===== src/rtl/switch_pkt_tx.sv =====
// Packet transmitter toward a switch port: buffers payload words, then frames DA, SA, LEN, payload.
// Optional parity trailer byte after the payload when SW_TX_PARITY_EN is defined.
module switch_pkt_tx #(
  parameter int WORD_WIDTH  = 8,
  parameter int MAX_PAYLOAD = 16
) (
  input  logic                              clk,
  input  logic                              rst_n,
  input  logic                              pld_wr_en,
  input  logic [WORD_WIDTH-1:0]             pld_wr_data,
  input  logic                              start,
  input  logic [WORD_WIDTH-1:0]             pkt_da,
  input  logic [WORD_WIDTH-1:0]             pkt_sa,
  input  logic                              read_out,
  output logic                              sw_enable_in,
  output logic [WORD_WIDTH-1:0]             data_in,
  output logic                              tx_busy,
  output logic                              tx_done,
  output logic                              tx_err,
  output logic [$clog2(MAX_PAYLOAD):0]      pld_cnt
);
  localparam int CW = $clog2(MAX_PAYLOAD) + 1;
  localparam int AW = (MAX_PAYLOAD > 1) ? $clog2(MAX_PAYLOAD) : 1;

`ifdef SW_TX_PARITY_EN
  typedef enum logic [2:0] {IDLE, WAIT_SW, DA, SA, LEN, PLD, PAR, GAP} state_t;
`else
  typedef enum logic [2:0] {IDLE, WAIT_SW, DA, SA, LEN, PLD, GAP} state_t;
`endif

  state_t                state, state_nxt;
  logic [WORD_WIDTH-1:0] pld_mem [MAX_PAYLOAD];
  logic [CW-1:0]         cnt, cnt_nxt, idx, len_q;
  logic [WORD_WIDTH-1:0] da_q, sa_q, par_q;
  logic                  err_q;
  logic                  wr_ok, accept, reject, last;

  assign wr_ok   = (state == IDLE) && pld_wr_en && (cnt < CW'(MAX_PAYLOAD));
  // A write in the same cycle as start lands first, so it counts toward LEN.
  assign cnt_nxt = cnt + {{(CW-1){1'b0}}, wr_ok};
  assign accept  = (state == IDLE) && start && (cnt_nxt != '0);
  assign reject  = (state == IDLE) && start && (cnt_nxt == '0);
  assign last    = (idx == len_q - CW'(1));

  always_ff @(posedge clk) begin
    if (!rst_n) state <= IDLE;
    else        state <= state_nxt;
  end

  always_comb begin
    state_nxt = state;
    case (state)
      IDLE:    if (accept) state_nxt = WAIT_SW;
      WAIT_SW: if (!read_out) state_nxt = DA;
      DA:      state_nxt = SA;
      SA:      state_nxt = LEN;
      LEN:     state_nxt = PLD;
`ifdef SW_TX_PARITY_EN
      PLD:     if (last) state_nxt = PAR;
      PAR:     state_nxt = GAP;
`else
      PLD:     if (last) state_nxt = GAP;
`endif
      GAP:     state_nxt = IDLE;
      default: state_nxt = IDLE;
    endcase
  end

  always_comb begin
    sw_enable_in = 1'b0;
    data_in      = '0;
    tx_busy      = (state != IDLE);
    tx_done      = (state == GAP);
    case (state)
      DA:  begin sw_enable_in = 1'b1; data_in = da_q; end
      SA:  begin sw_enable_in = 1'b1; data_in = sa_q; end
      LEN: begin sw_enable_in = 1'b1; data_in = WORD_WIDTH'(len_q); end
      PLD: begin sw_enable_in = 1'b1; data_in = pld_mem[idx[AW-1:0]]; end
`ifdef SW_TX_PARITY_EN
      PAR: begin sw_enable_in = 1'b1; data_in = par_q; end
`endif
      default: ;
    endcase
  end

  always_ff @(posedge clk) begin
    if (rst_n && wr_ok) pld_mem[cnt[AW-1:0]] <= pld_wr_data;
  end

  always_ff @(posedge clk) begin
    if (!rst_n) begin
      cnt   <= '0;
      idx   <= '0;
      len_q <= '0;
      da_q  <= '0;
      sa_q  <= '0;
      par_q <= '0;
      err_q <= 1'b0;
    end else begin
      err_q <= reject;
      cnt   <= (state == GAP) ? '0 : cnt_nxt;
      if (accept) begin
        da_q  <= pkt_da;
        sa_q  <= pkt_sa;
        len_q <= cnt_nxt;
        idx   <= '0;
        par_q <= pkt_da ^ pkt_sa ^ WORD_WIDTH'(cnt_nxt);
      end else if (state == PLD) begin
        idx   <= idx + CW'(1);
        par_q <= par_q ^ pld_mem[idx[AW-1:0]];
      end
    end
  end

  assign tx_err  = err_q;
  assign pld_cnt = cnt;

endmodule


===== config.mk =====
export PLATFORM = sky130hd
export DESIGN_NAME = switch_pkt_tx
export DESIGN_NICKNAME = d
export VERILOG_FILES = /design/src/rtl/switch_pkt_tx.sv
export SDC_FILE = /design/constraint.sdc
export NUM_CORES = 1
export LEC_CHECK = 0
export BUFFER_PORTS_ARGS = -buffer_cell sky130_fd_sc_hd__buf_2
export CELL_PAD_IN_SITES_DETAIL_PLACEMENT = 0
export CELL_PAD_IN_SITES_GLOBAL_PLACEMENT = 1
export CORE_MARGIN = 4
export CORE_UTILIZATION = 45
export CTS_BUF_LIST = sky130_fd_sc_hd__clkbuf_2 sky130_fd_sc_hd__clkbuf_4 sky130_fd_sc_hd__clkbuf_8
export DETAILED_ROUTE_END_ITERATION = 12
export PLACE_DENSITY_LB_ADDON = 0.1
export SLEW_MARGIN = 10
export SYNTH_ARGS = -nofsm -noshare
export SYNTH_HDL_FRONTEND = slang
export SYNTH_SLANG_ARGS = --single-unit

===== constraint.sdc =====
create_clock -name clk -period 6.7 [get_ports clk]
set_clock_uncertainty 0.2 [all_clocks]
set_input_delay 1.34 -clock clk [delete_from_list [all_inputs] [get_ports clk]]
set_output_delay 1.34 -clock clk [all_outputs]
set_load 0.1 [all_outputs]

# After elaboration in Yosys (flattened, before gate mapping)
# Memory sizes are Yosys's and may differ from the RTL's. A register that Yosys moved wholly into a read port is not among the register bits.
# Cells that the tools add are included.
# op_classes
bitwise_logic	1
n_div	0
magnitude_cmp	1
eq_ne	10
reduce_logical	14
multipliers	0
muxes	10
n_addsub	3
shift	0
# ops
op	n
$pmux 8 s4	1
$pmux 3 s6	1
$eq 3x3->1 const B	3
$mux 3	3
$mux 4	2
$eq 3x2->1 const B	2
$logic_and 1x1->1	6
$ne 2x2->1 const B	3
$add 5x1->5	1
$add 5x1->5 const B	1
$eq 5x5->1	1
$logic_not 5->1	1
$lt 5x5->1 const B	1
$reduce_bool 5->1	1
$sub 5x1->5 const B	1
$reduce_or 2->1	2
$reduce_or 4->1	1
$eq 3x1->1 const B	1
$logic_not 3->1	1
$mux 1	3
$reduce_and 3->1	1
$reduce_bool 3->1	1
$not 1->1	1
# word_totals
mem_count	1
rom_bits	0
out_inout_bits	17
latch_bits	0
mem_bits_rw	128
elab_cells	47
register_bits	35
# mem_list
name	depth	word_bits	read_ports	rd_ports_with_merged_regs	write_ports	line	text
pld_mem	16	8	1	1	1	32	logic [WORD_WIDTH-1:0] pld_mem [MAX_PAYLOAD];

# Depth between registers and ports, before layout
# logic_depth
word_depth	8
ltp_mapped	12
ltp_nobuf	9

# Worst setup path after synthesis
# OpenSTA, ideal clock, no wires.
# synth_path
path_kind	register to output
startpoint	register with a tool-made name
endpoint	output data_in[5]
stages_incl_launch_ff	6
n_path_buf	2
slack_ns	1.827
arrival_ns	3.333
required_time_ns	5.160
path_cell_list	dfxtp_1 -> clkbuf_1 -> buf_2 -> mux4_2 -> mux2i_1 -> o21ai_0
# synth_lines
element	line	text
end, declared	16	output logic [WORD_WIDTH-1:0] data_in,

# Final worst setup path
# layout_path
startpoint	register state[0]
endpoint	output data_in[7]
# layout_between
elab_chain_len	2
# layout_rtl
element	line	text
start, declared	31	state_t state, state_nxt;
start signal, assigned	47	else state <= state_nxt;
$eq 3x3->1 / $eq 3x2->1 (equally long branches)	74	case (state)
$pmux 8 s4 (*)	74	
# Mark *: on every way between the ends. The rest lies on a longest branch, timed or not.

==> impl_metrics.ini <==
[status]
status = complete, no violations

[sta]
hold_violations = 0
finalMaxSlewViolations = 0
setup_tns_ns = 0
fin_crit_sh = 0.7689
setup_slack_ns = 1.548
layout_min_cycle_time_ns = 5.152
maxSlewHeadroom = 0.2332
setup_viol = 0
hold_ws_ns = 0.2631
fmax_mhz = 194.1
tightest_slew_ns = 1.148
rsz0062_at_grt = no

[global_routing]
grt_pass1_vias = 3885
antenna_found_initial = 0
grt_usage = 0.1871
grt_overflow = 0
grt_pass1_wl_mm = 24.07
grt_max_degree = 54

[power]
switchingPower_mw = 0.7286
p_comb_frac = 0.168
clockPowerShare = 0.324
p_int_mw = 1.680
p_leak_nw = 2.625
switching_share = 0.3025
peakVddDrop_v = 0.0002163
seqPwrFrac = 0.509
powerDensity_mw_per_mm2 = 312.9

[synth]
netlist.area_leader.share = 0.5554
synthTopCellsByArea = edfxtp_1, dfxtp_1, mux4_2, mux2i_1, nand2_1
ys_ff_latch = 167
avgSynthCellArea_um2 = 15.55
yosysSeqAreaShare = 0.6682
synth_edf_count = 128
synth_most_common_cell = edfxtp_1
async_reset_ff_frac = 0
syn_nets = 478
synth_commonest_cells = edfxtp_1, nand2_1, dfxtp_1, mux4_2, nor2_1
syn_inst = 445
ys_types = 49
syn_area_mm2 = 0.006920
synthFlopType = edfxtp_1
ys_warn_count = 0
yosysTopAreaCell = edfxtp_1

[cts]
cts_buffer_depth = 2
ctsHoldBuffers = 0
root_buffer = clkbuf_8
cts_buffers = 17
cts_resized = 0
clock_sinks = 167
htree_levels = 4
tritoncts = done
cts.clk_slew.worst_paths_ns = 0.10
clock_latency_ns = 0.46
post_cts_buffers = 0

[critical_path]
critical_path.startpoint_type = flop
reg2reg_from = state[0]
crit_type = reg -> out
setup.reg_to_reg.worst_slack_ns = 2.79
r2r_cells = 9
cp_max_fo = 19
r2r-end = sa_q[7]
endpoint_kind = output pin
worst_ep_arrival_time_ns = 3.61
worstPathRequired_ns = 5.16

[floorplan]
dieArea_mm2 = 0.01743
die_h_um = 132.0
coreArea_mm2 = 0.01515
num_rows = 45
fp.dieW_um = 132.0
initial_core_util = 0.4569
pin_count = 46

[finish]
num_antenna_cells = 0
design_area_mm2 = 0.007699
fillers = 1313
drive_above_1_share = 0.2400
fin_util = 0.5083
multi_input_comb_area_mm2 = 0.002146
nNetsFinal = 520
register_area_mm2 = 0.004626
area_delta_synth_final_pct = 11.25

[place]
placed_cell_area_mm2 = 0.007264
place_hpwl_mm = 10.35
dpl_worst_slack_ns = 2.025
gp_congestion = 0.7743
io_buffers = 45

[routing]
drtAntennaViolNets = 0
first_iter_violations = 274
vias_per_cell = 5.590
wire_per_inst_um = 22.60
vias = 3846
dr.pass1.iters = 5
drc = 0
wl_mm = 15.55

[hold_path]
whs_path_depth = 2
min_to = sa_q[2]
hold_path_class = reg -> reg
worstHoldStart = sa_q[2]

[run]
maxCapViolCount = 0
-- state kept, by name, summed over array words and instances (netlist names), named ones only --
register  cells
state         3
tx_err        1
pld_mem     128
sa_q          8
da_q          8
idx           5
pld_cnt       5
len_q         5
-- final cells by class --
class,count,area share
sequential,167,0.6008
multi-input combinational,248,0.2787
clock buffer,18,0.03137
timing repair buffer,47,0.03120
tap,188,0.03055
clock inverter,14,0.02438
inverter,6,0.002925
-- logic make-up (layout without fill, tap and decap cells) --
kind of cell / Yosys count / count (layout) / synth area share
DFF: 167 / 167 / 0.6682
xor gates and xnor gates: 13 / 13 / 0.01645
and+or+nand+nor: 131 / 131 / 0.09275
muxes: 66 / 66 / 0.1560
AOI/OAI and AO/OA: 34 / 34 / 0.03471
adders and majority gates: 4 / 4 / 0.007232
buffers and inverters: 30 / 85 / 0.02459
-- metrics by stage --
| step | instances | power, mW |
|---|---|---|
| after floorplan | 445 | 1.565 |
| after global placement | 656 | 1.649 |
| after detailed placement | 656 | 1.654 |
| after CTS | 688 | 2.423 |
| after global routing | 688 | 2.520 |
| final | 688 | 2.409 |
-- per-layer routing --
metal	wire length, um	GRT usage	vias to the layer above	share of wire
li1	-	-	1791	-
met1	7247	0.2610	1956	0.47
met2	7542	0.2985	81	0.48
met3	561	0.04504	18	0.036
met4	200	0.04726	0	0.013
met5	0	0	-	0
-- worst max-delay path: stages (launching register included) --
cell      delay, ns
dfxtp_1        0.86
nand3b_1       0.38
nor3b_1        1.01
a221oi_1       0.26
o21ai_0        0.18
buf_2          0.47
-- placed cells by master, fill, tap and decap left out, types with 5 or more instances in the layout --
master	n
mux2i_1	28
nor3_1	6
clkbuf_8	17
xnor2_1	9
mux2_2	6
a221oi_1	7
nor2_1	29
nand3_1	5
edfxtp_1	128
and3_1	9
o21ai_0	7
mux4_2	29
and2_1	6
inv_1	6
a22oi_1	5
buf_2	45
nand2_1	47
dfxtp_1	38
-- power groups by stage --
stage	registers (mW)	clock network, mW	logic [mW]
2_1_floorplan	1.25	0	0.311
3_3_place_gp	1.25	0	0.402
3_5_place_dp	1.25	0	0.406
4_1_cts	1.22	0.791	0.407
5_1_grt	1.23	0.844	0.441
6_report	1.23	0.780	0.404
-- worst max-delay path by stage --
stage,startpoint,end,cells after the start
after global placement,state[0],data_in[5],5
after global routing,state[0],data_in[7],5
after detailed placement,state[0],data_in[7],5
final,state[0],data_in[7],5
after floorplan,flop,data_in[5],5
after CTS,state[0],data_in[7],5
No activity file was read; power rests on OpenSTA's default activity.
